**src/rtl/mem_pkg.sv**
```systemverilog
// Shared encodings and the queued-store record for the data-memory write path.
package mem_pkg;

   localparam int DEFAULT_DEPTH = 4;

   localparam logic [1:0] SZ_WORD = 2'b00;
   localparam logic [1:0] SZ_HALF = 2'b01;
   localparam logic [1:0] SZ_BYTE = 2'b10;

   // One pending store, already in DM format (word address, lane data, byte enables).
   typedef struct packed {
      logic [29:0] addr;
      logic [31:0] data;
      logic [3:0]  be;
      logic [31:0] pc;
   } sb_entry_t;

endpackage

```
**src/rtl/store_buffer_align.sv**
```systemverilog
// Turns a raw MEM-stage store (size, low address bits, rt value) into byte enables and lane data.
module store_align
   import mem_pkg::*;
(
   input  logic [1:0]  size,
   input  logic [1:0]  lowAddr,
   input  logic [31:0] data,
   output logic [3:0]  be,
   output logic [31:0] laneData,
   output logic        misalign
);

   always_comb begin
      be       = 4'b0000;
      laneData = data;
      misalign = 1'b0;
      case (size)
         SZ_WORD: begin
            be       = 4'b1111;
            misalign = (lowAddr != 2'b00);
         end
         SZ_HALF: begin
            be       = lowAddr[1] ? 4'b1100 : 4'b0011;
            laneData = {2{data[15:0]}};
            misalign = lowAddr[0];
         end
         SZ_BYTE: begin
            be       = 4'b0001 << lowAddr;
            laneData = {4{data[7:0]}};
         end
         default: misalign = 1'b1;
      endcase
   end

endmodule

```
**src/rtl/store_buffer.sv**
```systemverilog
// FIFO of formatted stores draining one per cycle into DM; loads hitting a pending word are stalled.
module store_buffer
   import mem_pkg::*;
#(
   parameter int DEPTH = DEFAULT_DEPTH,
   parameter int PTR_W = 2
) (
   input  logic             clk,
   input  logic             reset,
   input  logic             st_valid,
   input  logic [31:0]      st_addr,
   input  logic [31:0]      st_data,
   input  logic [1:0]       st_size,
   input  logic [31:0]      st_pc,
   output logic             st_ready,
   output logic             st_misalign,
   input  logic             ld_valid,
   input  logic [31:0]      ld_addr,
   output logic             ld_stall,
   output logic             dm_we,
   input  logic             dm_ready,
   output logic [31:0]      dm_addr,
   output logic [31:0]      dm_wdata,
   output logic [3:0]       dm_be,
   output logic [31:0]      dm_pc,
   output logic             empty,
   output logic [PTR_W:0]   count
);

   sb_entry_t        entries [DEPTH];
   sb_entry_t        headEntry;
   logic [PTR_W-1:0] wrPtr;
   logic [PTR_W-1:0] rdPtr;
   logic [3:0]       alignBe;
   logic [31:0]      alignData;
   logic             alignMis;
   logic             push;
   logic             pop;
   logic             hit;
   logic [1:0]       unusedLdLane;

   store_align u_align (
      .size     (st_size),
      .lowAddr  (st_addr[1:0]),
      .data     (st_data),
      .be       (alignBe),
      .laneData (alignData),
      .misalign (alignMis)
   );

   // Both sides use valid/ready: a transfer happens on a cycle where valid && ready at the rising edge.
   // Store side: ready depends only on occupancy (no same-cycle bypass of a popping slot).
   // DM side: dm_we is the valid, held with stable head fields until dm_ready completes it.
   assign st_misalign  = st_valid && alignMis;
   assign st_ready     = (count != (PTR_W+1)'(DEPTH));
   assign push         = st_valid && st_ready && !alignMis;
   assign empty        = (count == '0);
   assign dm_we        = !empty;
   assign pop          = dm_we && dm_ready;
   assign unusedLdLane = ld_addr[1:0];

   assign headEntry = entries[rdPtr];
   assign dm_addr   = {headEntry.addr, 2'b00};
   assign dm_wdata  = headEntry.data;
   assign dm_be     = headEntry.be;
   assign dm_pc     = headEntry.pc;

   // Slot i is live when its distance from the head is below the occupancy.
   always_comb begin
      hit = 1'b0;
      for (int i = 0; i < DEPTH; i++) begin
         if (({1'b0, PTR_W'(i) - rdPtr} < count) && (entries[i].addr == ld_addr[31:2]))
            hit = 1'b1;
      end
      ld_stall = ld_valid && hit;
   end

   always_ff @(posedge clk) begin
      if (push)
         entries[wrPtr] <= '{addr: st_addr[31:2], data: alignData, be: alignBe, pc: st_pc};
   end

   always_ff @(posedge clk) begin
      if (!reset) begin
         wrPtr <= '0;
         rdPtr <= '0;
         count <= '0;
      end else begin
         if (push)
            wrPtr <= wrPtr + PTR_W'(1);
         if (pop)
            rdPtr <= rdPtr + PTR_W'(1);
         case ({push, pop})
            2'b10:   count <= count + (PTR_W+1)'(1);
            2'b01:   count <= count - (PTR_W+1)'(1);
            default: count <= count;
         endcase
      end
   end

endmodule
```
**config.mk**
```make
export PLATFORM = sky130hd
export DESIGN_NAME = store_buffer
export DESIGN_NICKNAME = d
export VERILOG_FILES = /design/src/rtl/mem_pkg.sv /design/src/rtl/store_buffer_align.sv /design/src/rtl/store_buffer.sv
export SDC_FILE = /design/constraint.sdc
export NUM_CORES = 1
export LEC_CHECK = 0
export CORE_ASPECT_RATIO = 0.7
export CORE_UTILIZATION = 25
export CTS_BUF_LIST = sky130_fd_sc_hd__clkbuf_8 sky130_fd_sc_hd__clkbuf_16
export DETAILED_ROUTE_END_ITERATION = 16
export PLACE_DENSITY = 0.5
export SLEW_MARGIN = 20
export SYNTH_ARGS = -nofsm -noshare
export SYNTH_HDL_FRONTEND = slang
export SYNTH_SLANG_ARGS = --single-unit
```
**constraint.sdc**
```tcl
create_clock -name clk -period 5.2 [get_ports clk]
set_clock_uncertainty 0.15 [all_clocks]
set_input_delay 0.52 -clock clk [delete_from_list [all_inputs] [get_ports clk]]
set_output_delay 0.52 -clock clk [all_outputs]
set_load 0.05 [all_outputs]
```
==> flow_summary_export.csv, run 1 <==
group,metric,value,unit
drt,totalWireLength,43.0,mm
synthesis,synth_warnings,0,
critical_path,startpoint_type,"input port",
grt,grt_overflow_total,0,
critical_path,cp-end-kind,"primary output",
synthesis,synth_most_common_cell,"edfxtp_1",
synthesis,synthCells,836,
clock_tree,cts_tree,"yes",
synthesis,yosysUniqueCellTypes,35,
drt,drcViolationCount,0,
place,dp_hpwl,28.8,mm
floorplan,die_y,217,µm
critical_path,cpMostUsedCell,"clkdlybuf4s50_1",
synthesis,ys.flop_type,"edfxtp_1",
critical_path,slowest_delay,0.84,ns
clock_tree,clk_pin_slew,0.06,ns
critical_path,cp_max_fo,4,
sta,slew_viol_final,0,
clock_tree,root_buffer,"clkbuf_16",
drt,ant_nets,0,
sta,setup_viol,0,
place,gp_congestion,0.802,
clock_tree,postCtsSetupBuffers,0,
hold_path,min_path_type,"flop to flop",
sta,fmax,0.232,GHz
grt,grt_pass1_vias,9205,
sta,fin_crit_sh,82.9,%
power,power.switching,0.00356,W
power,power.share.clock,29.6,%
clock_tree,htree_levels,2,
sta,final.setup.worst_slack,0.892,ns
clock_tree,clk_latency,0.57,ns
synthesis,synth_seq_area_share,72.4,%
power,power.share.combinational,32.6,%
power,p_int,0.00683,W
power,power.leakage,6.84,nW
power,p_sw_share,34.2,%
floorplan,io_pins,243,
place,place_area,20100,µm²
power,p_per_area,484,nW/µm²
critical_path,criticalPathCategory,"input port to primary output",
critical_path,cp_slowest_cell,"clkdlybuf4s50_1",
grt,grt_max_degree,54,
clock_tree,cts_buffers,43,
grt,grt_use_total,12.8,%
floorplan,dieArea,67100,µm²
drt,vias_per_cell,4.31,
sta,finalCriticalPeriod,4.31,ns
synthesis,netlist.area_leader.share,71.3,%
synthesis,yosys-top-cells-count,"edfxtp_1 (392), xor2_1 (113), mux4_2 (98), inv_1 (24), nor4_1 (24)",
drt,routedWlPerCell,21.3,µm
sta,rsz0062_at_grt,"no",
synthesis,synth_edf_count,392,
floorplan,num_rows,78,
synthesis,synth-seq-cells,401,
finish,syn2layout_area_growth,30.0,%
grt,grt_first_pass_wirelength,62.3,mm
synthesis,syn-cell-area,16500,µm²
synthesis,synthArstFlopShare,0,%
drt,num_vias,8701,
sta,timing_hold_violations_final,0,
finish,drive_above_1_share,15.4,%
finish,finalInstanceArea,21500,µm²
sta,setup_tns,0,ns
clock_tree,cts_sinks,401,
synthesis,synth_top_area_cell,"edfxtp_1",
place,dpl_worst_slack,0.970,ns
sta,worstMarginPinSlew,0.773,ns
outcome,outcome,"finished clean",
power,vdd_drop_max,0.267,mV
grt,antenna_found_initial,3,
synthesis,synth.top_cells.by_area,"edfxtp_1 (71%), mux4_2 (13%), xor2_1 (6.0%)",
critical_path,crit_chain,"clkdlybuf4s50_1 -> xor2_1 -> nor4_1 -> nand4_1 -> a2111oi_0 -> or4_1 -> clkdlybuf4s50_1",
clock_tree,ctsHoldBuffers,0,
power,pwr-share-seq,37.8,%
synthesis,avgSynthCellArea,19.7,µm²
clock_tree,cts.repair.resized,0,
drt,first_iter_violations,575,
finish,nets,1252,
floorplan,die_w,309,µm
sta,max_slew_margin,48.0,%
clock_tree,ctsLongestPathBuffers,3,
critical_path,cp.required,4.53,ns
place,port_buffers,238,
drt,dr.pass1.iters,4,
floorplan,core_area,65000,µm²
critical_path,critPathArrivalTime,3.64,ns
floorplan,start_util,25.4,%
job,maxCapViolations,0,
finish,final_util,33.0,%
-- critical path, delay by kind of cell --
family | cells | cell delay [ns]
buffers and inverters | 2 | 1.45
AO/OA/AOI/OAI | 1 | 0.38
XOR/XNOR | 1 | 0.19
AND/OR/NAND/NOR | 3 | 1.08
-- path summary, 6_finish.rpt --
kind	cells past startpoint	to	start	slack (ns)
worst max-delay path	7	ld_stall	ld_addr[6]	0.89
worst min register to register	2	wrPtr[1]	wrPtr[1]	0.42
worst max register to register	6	entries[1][70]	count[1]	2.32
worst min-delay path	2	wrPtr[1]	wrPtr[1]	0.42
-- registers in the layout, indices dropped and copies added (netlist names), named ones only --
register,count
wrPtr,2
rdPtr,2
entries,392
count,3
-- power by group through the flow --
| stage | clock network (W) | logic (W) | registers, W |
|---|---|---|---|
| floorplan | 0 | 0.00230 | 0.00393 |
| global placement | 0 | 0.00343 | 0.00400 |
| detailed placement | 0 | 0.00344 | 0.00401 |
| CTS | 0.00318 | 0.00345 | 0.00394 |
| global route | 0.00329 | 0.00356 | 0.00396 |
| finish | 0.00308 | 0.00338 | 0.00393 |
-- cell usage in the layout, fill, tap and decap left out, types with 2 or more instances in the layout --
cell,netlist,layout
conb_1,1,2
dfxtp_1,9,7
edfxtp_1,392,392
and2_1,13,9
inv_6,0,3
o22ai_1,8,8
dfxtp_4,0,2
a22oi_1,8,8
inv_16,0,2
a21oi_1,18,18
o21ai_0,2,2
nand3_1,5,5
nand2_1,11,11
nand4_1,8,8
clkbuf_16,0,43
ha_1,13,13
clkdlybuf4s50_1,0,238
a2111oi_0,4,4
nor3_1,4,4
xnor2_1,13,13
bufinv_16,0,5
xor2_1,113,113
and2_4,0,4
buf_4,4,9
nor2_1,17,17
clkinv_1,0,16
mux4_2,98,98
buf_12,0,6
or3_1,2,2
diode_2,0,2
nor4_1,24,24
inv_1,24,32
a22o_1,8,8
-- layout make-up --
type | count | area (µm²)
Fill cell | 6330 | 43500
Sequential cell | 401 | 12000
Multi-Input combinational cell | 380 | 4330
Timing Repair Buffer | 253 | 2570
Tap cell | 880 | 1100
Clock buffer | 43 | 1080
Clock inverter | 36 | 320
Inverter | 24 | 90.1
Antenna cell | 2 | 5.00
-- metrics by stage --
step                      hold slack (ns)  std cells  total power (W)
after floorplan                     0.385        837          0.00622
after global placement              0.417       1938          0.00743
after detailed placement            0.432       1938          0.00744
after CTS                           0.386       2017           0.0106
after global routing                0.395       2017           0.0108
final                               0.424       2019           0.0104
-- layer usage --
metal | global-route usage, % | wire length, µm | vias to the layer above
met5 | 0 | 26 | -
met2 | 19.1 | 19100 | 226
met3 | 3.65 | 2870 | 66
met1 | 18.2 | 20200 | 4496
li1 | - | - | 3909
met4 | 3.15 | 795 | 4
-- cell families after synthesis --
| logic type | after synthesis | share of synthesized area [%] |
|---|---|---|
| AO/OA/AOI/OAI | 52 | 2.11 |
| XOR/XNOR | 126 | 6.68 |
| adder cells (fa/ha/maj) | 14 | 1.11 |
| buffers and inverters | 56 | 1.45 |
| flip-flops | 401 | 72.4 |
| multiplexers | 99 | 13.4 |
| other | 1 | 0.0227 |
| AND/OR/NAND/NOR | 87 | 2.81 |
No activity file was read; power rests on OpenSTA's default activity.
==> inputs of run 2 (changes only) <==
- clock period: 5.2 -> 4.4 ns (I/O delays scaled with it)
==> run 2 against run 1 <==
Net effect: utilization increased by 0.22 points; flip-flop and latch count unchanged; via count increased by 0.59%; clock power increased by 20%; largest power group unchanged.
==> flow_summary_export.csv, run 2 (same netlist as run 1, synthesis figures left out) <==
group,metric,value,unit
outcome,outcome,"finished clean",
sta,worstMarginPinSlew,0.907,ns
finish,layout_commonest_cell,"edfxtp_1",
sta,max_slew_margin,39.0,%
grt,grt_use_total,13.0,%
finish,largestRegisters,"entries x392, count x3",
finish,finalInstanceArea,21600,µm²
clock_tree,htree_levels,2,
drt,ant_nets,0,
finish,syn2layout_area_growth,30.8,%
sta,fin_crit_sh,82.8,%
clock_tree,postCtsSetupBuffers,0,
sta,slew_viol_final,0,
drt,drcViolationCount,0,
finish,final_util,33.2,%
floorplan,die_y,217,µm
finish,top_register,"entries",
clock_tree,ctsHoldBuffers,0,
place,port_buffers,238,
hold_path,min_path_type,"input port to flop",
grt,antenna_found_initial,10,
sta,setup_tns,0,ns
sta,rsz0062_at_grt,"no",
sta,fmax,0.275,GHz
critical_path,criticalPathCategory,"flop to primary output",
finish,largest_register_ffs,392,
finish,drive_above_1_share,16.7,%
clock_tree,root_buffer,"clkbuf_16",
grt,grt_max_degree,55,
floorplan,start_util,25.4,%
critical_path,cp-end-kind,"primary output",
drt,totalWireLength,43.6,mm
power,vdd_drop_max,0.293,mV
drt,num_vias,8752,
floorplan,core_area,65000,µm²
grt,grt_first_pass_wirelength,62.7,mm
place,gp_congestion,0.800,
critical_path,cp_max_fo,24,
clock_tree,clk_pin_slew,0.06,ns
finish,n_antenna_cell,0,
drt,first_iter_violations,557,
floorplan,die_w,309,µm
finish,final_cell_mix,"edfxtp_1 (392), clkdlybuf4s50_1 (237), xor2_1 (113)",
clock_tree,cts_sinks,401,
grt,grt_overflow_total,0,
clock_tree,cts.repair.resized,0,
drt,vias_per_cell,4.32,
finish,nets,1262,
power,p_total,0.0124,W
power,power.leakage,6.93,nW
floorplan,io_pins,243,
critical_path,critPathArrivalTime,3.05,ns
sta,setup_viol,0,
grt,grt_pass1_vias,9060,
critical_path,cp.required,3.81,ns
clock_tree,cts_tree,"yes",
floorplan,num_rows,78,
drt,dr.pass1.iters,6,
sta,finalCriticalPeriod,3.64,ns
critical_path,startpoint_type,"flop",
place,place_area,20200,µm²
power,p_per_area,572,nW/µm²
sta,timing_hold_violations_final,0,
clock_tree,ctsLongestPathBuffers,3,
clock_tree,cts_buffers,42,
clock_tree,clk_latency,0.57,ns
drt,routedWlPerCell,21.6,µm
place,dp_hpwl,30.3,mm
floorplan,dieArea,67100,µm²
job,maxCapViolations,0,
-- run 2: worst paths after layout --
path / from / end / slack, ns / cells past startpoint
max: flop / dm_addr[2] / 0.76 / 3
min: st_pc[22] / entries[0][22] / 0.36 / 1
max reg2reg: count[2] / count[2] / 1.80 / 8
min reg2reg: wrPtr[1] / wrPtr[1] / 0.43 / 2
-- run 2: where the power goes --
group / switching, W / internal, W / leakage (nW)
Combinational: 0.00248 / 0.00156 / 2.55
Clock: 0.00150 / 0.00219 / 0.724
Sequential: 0.000192 / 0.00445 / 3.65
Total: 0.00417 / 0.00820 / 6.93
-- run 2: per-layer routing --
metal | vias to the layer above | global-route usage [%] | wire (µm) | share of wire [%]
li1 | 3923 | - | - | -
met1 | 4527 | 18.9 | 20800 | 48
met2 | 212 | 18.5 | 18600 | 43
met3 | 72 | 4.38 | 3390 | 7.8
met4 | 18 | 2.94 | 700 | 1.6
met5 | - | 0 | 118 | 0.27
-- run 2: stage by stage --
step | instances | hold slack [ns] | setup WS, ns
3_5_place_dp | 1949 | 0.426 | 0.960
6_report | 2024 | 0.365 | 0.757
4_1_cts | 2024 | 0.311 | 0.621
3_3_place_gp | 1949 | 0.412 | 0.997
5_1_grt | 2024 | 0.341 | 0.566
2_1_floorplan | 837 | 0.385 | 0.926
-- run 2: area by class of cell --
cell class	instances	area, µm²
multi-input cells	380	4330
inverters	24	90.1
fillers	6296	43400
flip-flops and latches	401	12000
clock inverters	32	350
clock buffers	43	1080
well taps	880	1100
repair buffers	264	2690
-- run 2: worst max-delay path: stages (launching register included) --
cell and delay [ns]:
dfxtp_4 0.76, buf_4 0.41, mux4_2 0.57, clkdlybuf4s50_1 0.72
==> inputs of run 3 (changes only) <==
- PLACE_DENSITY: 0.5 -> 0.51
- clock period: 4.4 -> 3.1 ns (I/O delays scaled with it)
==> run 3 against run 2 <==
Net effect: utilization rose by 0.21 points; largest power group unchanged; critical path type unchanged; final cell count rose by 1.3%; first-iteration DRC count increased by 2.3%.
==> flow_summary_export.csv, run 3 (same netlist as run 1, synthesis figures left out) <==
group,metric,value,unit
outcome,outcome,"finished clean",
place,dp.cells,1972,
floorplan,io_pins,243,
finish,drive_above_1_share,24.5,%
clock_tree,ctsHoldBuffers,0,
critical_path,cp_max_fo,2,
place,place_area,20300,µm²
finish,final_cell_mix,"edfxtp_1 (392), clkdlybuf4s50_1 (140), xor2_1 (113)",
place,dpl_worst_slack,-0.00784,ns
drt,first_iter_violations,570,
sta,finalCriticalPeriod,3.02,ns
place,port_buffers,238,
power,power.share.combinational,33.3,%
sta,fin_crit_sh,97.3,%
critical_path,reg2reg_depth,8,
drt,num_vias,8867,
critical_path,r2r_start,"count[2]",
critical_path,critPathArrivalTime,2.56,ns
power,power.leakage,7.21,nW
drt,vias_per_cell,4.32,
drt,ant_nets,0,
floorplan,core_area,65000,µm²
floorplan,die_y,217,µm
sta,slew_viol_final,0,
clock_tree,cts_sinks,401,
power,power.switching,0.00597,W
sta,fmax,0.332,GHz
floorplan,num_rows,78,
finish,largest_register_ffs,392,
sta,whs,0.226,ns
power,p_sw_share,34.9,%
drt,totalWireLength,43.3,mm
floorplan,dieArea,67100,µm²
finish,syn2layout_area_growth,31.6,%
clock_tree,clk_pin_slew,0.06,ns
clock_tree,cts_buffers,44,
drt,drcViolationCount,0,
hold_path,worstHoldStart,"st_pc[25]",
sta,max_slew_margin,58.0,%
grt,grt_overflow_total,0,
finish,finalInstanceArea,21700,µm²
finish,largestRegisters,"entries x392, count x3",
critical_path,cp.required,2.64,ns
hold_path,whs_endpoint,"entries[1][25]",
finish,top_register,"entries",
critical_path,cp-end-kind,"primary output",
power,pwr-share-seq,37.9,%
grt,grt_first_pass_wirelength,63.0,mm
power,vdd_drop_max,0.452,mV
power,p_int,0.0111,W
grt,grt_use_total,12.9,%
hold_path,hold_depth,1,
sta,timing_hold_violations_final,0,
drt,dr.pass1.iters,5,
critical_path,criticalPathCategory,"flop to primary output",
critical_path,r2r_slack,0.44,ns
clock_tree,htree_levels,2,
critical_path,regToRegEndpoint,"count[2]",
place,dp_hpwl,29.8,mm
finish,instances_no_fill,2051,
power,power.share.clock,28.8,%
finish,n_antenna_cell,0,
critical_path,startpoint_type,"flop",
finish,final_util,33.4,%
sta,setup_viol,0,
grt,grt_max_degree,55,
finish,nets,1286,
drt,routedWlPerCell,21.1,µm
job,maxCapViolations,0,
grt,antenna_found_initial,8,
floorplan,die_w,309,µm
clock_tree,cts_tree,"yes",
clock_tree,clk_latency,0.57,ns
clock_tree,root_buffer,"clkbuf_16",
clock_tree,ctsLongestPathBuffers,3,
sta,worstMarginPinSlew,0.628,ns
sta,final.setup.worst_slack,0.0835,ns
power,p_per_area,787,nW/µm²
floorplan,start_util,25.4,%
grt,grt_pass1_vias,9301,
finish,layout_commonest_cell,"edfxtp_1",
place,gp_congestion,0.808,
hold_path,min_path_type,"input port to flop",
[run 3: cell types whose count changed in the layout (fill, tap and decap cells not counted), moves of 2 or more]
| cell | change |
|---|---|
| a2111oi_0 | -4 |
| buf_4 | +69 |
| clkdlybuf4s50_1 | -97 |
| clkinv_1 | +2 |
| buf_12 | +9 |
| clkinv_2 | +2 |
| inv_6 | +2 |
| dlygate4sd2_1 | +33 |
| nor4_1 | -11 |
| dlymetal6s2s_1 | +8 |
| nor4_2 | +11 |
| bufinv_16 | -5 |
| clkinv_4 | +4 |
| a2111oi_2 | +4 |
[run 3: final cells by class]
cell class	count	area [µm²]
fill	6315	43300
sequential	401	12000
multi-input combinational	380	4430
timing repair buffer	286	2800
clock buffer	44	1100
tap	880	1100
clock inverter	36	246
inverter	24	90.1
[run 3: through the flow]
step	total power, W	TNS, ns
floorplan	0.0104	-146.63
global placement	0.0125	0
detailed placement	0.0125	-0.00784
CTS	0.0174	-0.0265
global route	0.0178	-0.0831
finish	0.0171	0
[run 3: power by group through the flow]
| stage | registers, W | clock network [W] | logic [W] |
|---|---|---|---|
| finish | 0.00647 | 0.00492 | 0.00570 |
| global route | 0.00651 | 0.00527 | 0.00603 |
| CTS | 0.00648 | 0.00509 | 0.00584 |
| detailed placement | 0.00659 | 0 | 0.00592 |
| global placement | 0.00658 | 0 | 0.00592 |
| floorplan | 0.00657 | 0 | 0.00385 |
[run 3: worst max path at each step]
stage                               end  slack [ns]  depth (start not counted)            from
after global routing           ld_stall       -0.08                          7  entries[1][93]
after floorplan           entries[0][0]       -0.37                          5        count[1]
after global placement         count[2]        0.02                         13      st_size[0]
after detailed placement       count[2]      -0.008                         13      st_size[0]
after CTS                      ld_stall       -0.03                          8  entries[1][75]
final                          ld_stall        0.08                          7  entries[0][94]
[run 3: layer usage]
metal  vias up  track usage, %  wire length (µm)
li1       3969               -                 -
met1      4604            18.5             20500
met2       218            19.1             19000
met3        66            3.88              2990
met4        10            3.10               768
met5         -               0                72
[run 3: critical path, cell delays in order, from the launching register on]
cell and delay, ns:
edfxtp_1 0.41, xor2_1 0.20, nor4_2 0.37, buf_4 0.18
nand3_1 0.08, a2111oi_2 0.39, or4_4 0.23, buf_12 0.13
[run 3: repair_timing]
action | 4_1_cts | 5_1_grt
endpoints found under the setup margin | 37 | 11
pin swaps | 0 | 7
gates resized for setup | 43 | 19
setup buffers | 0 | 0
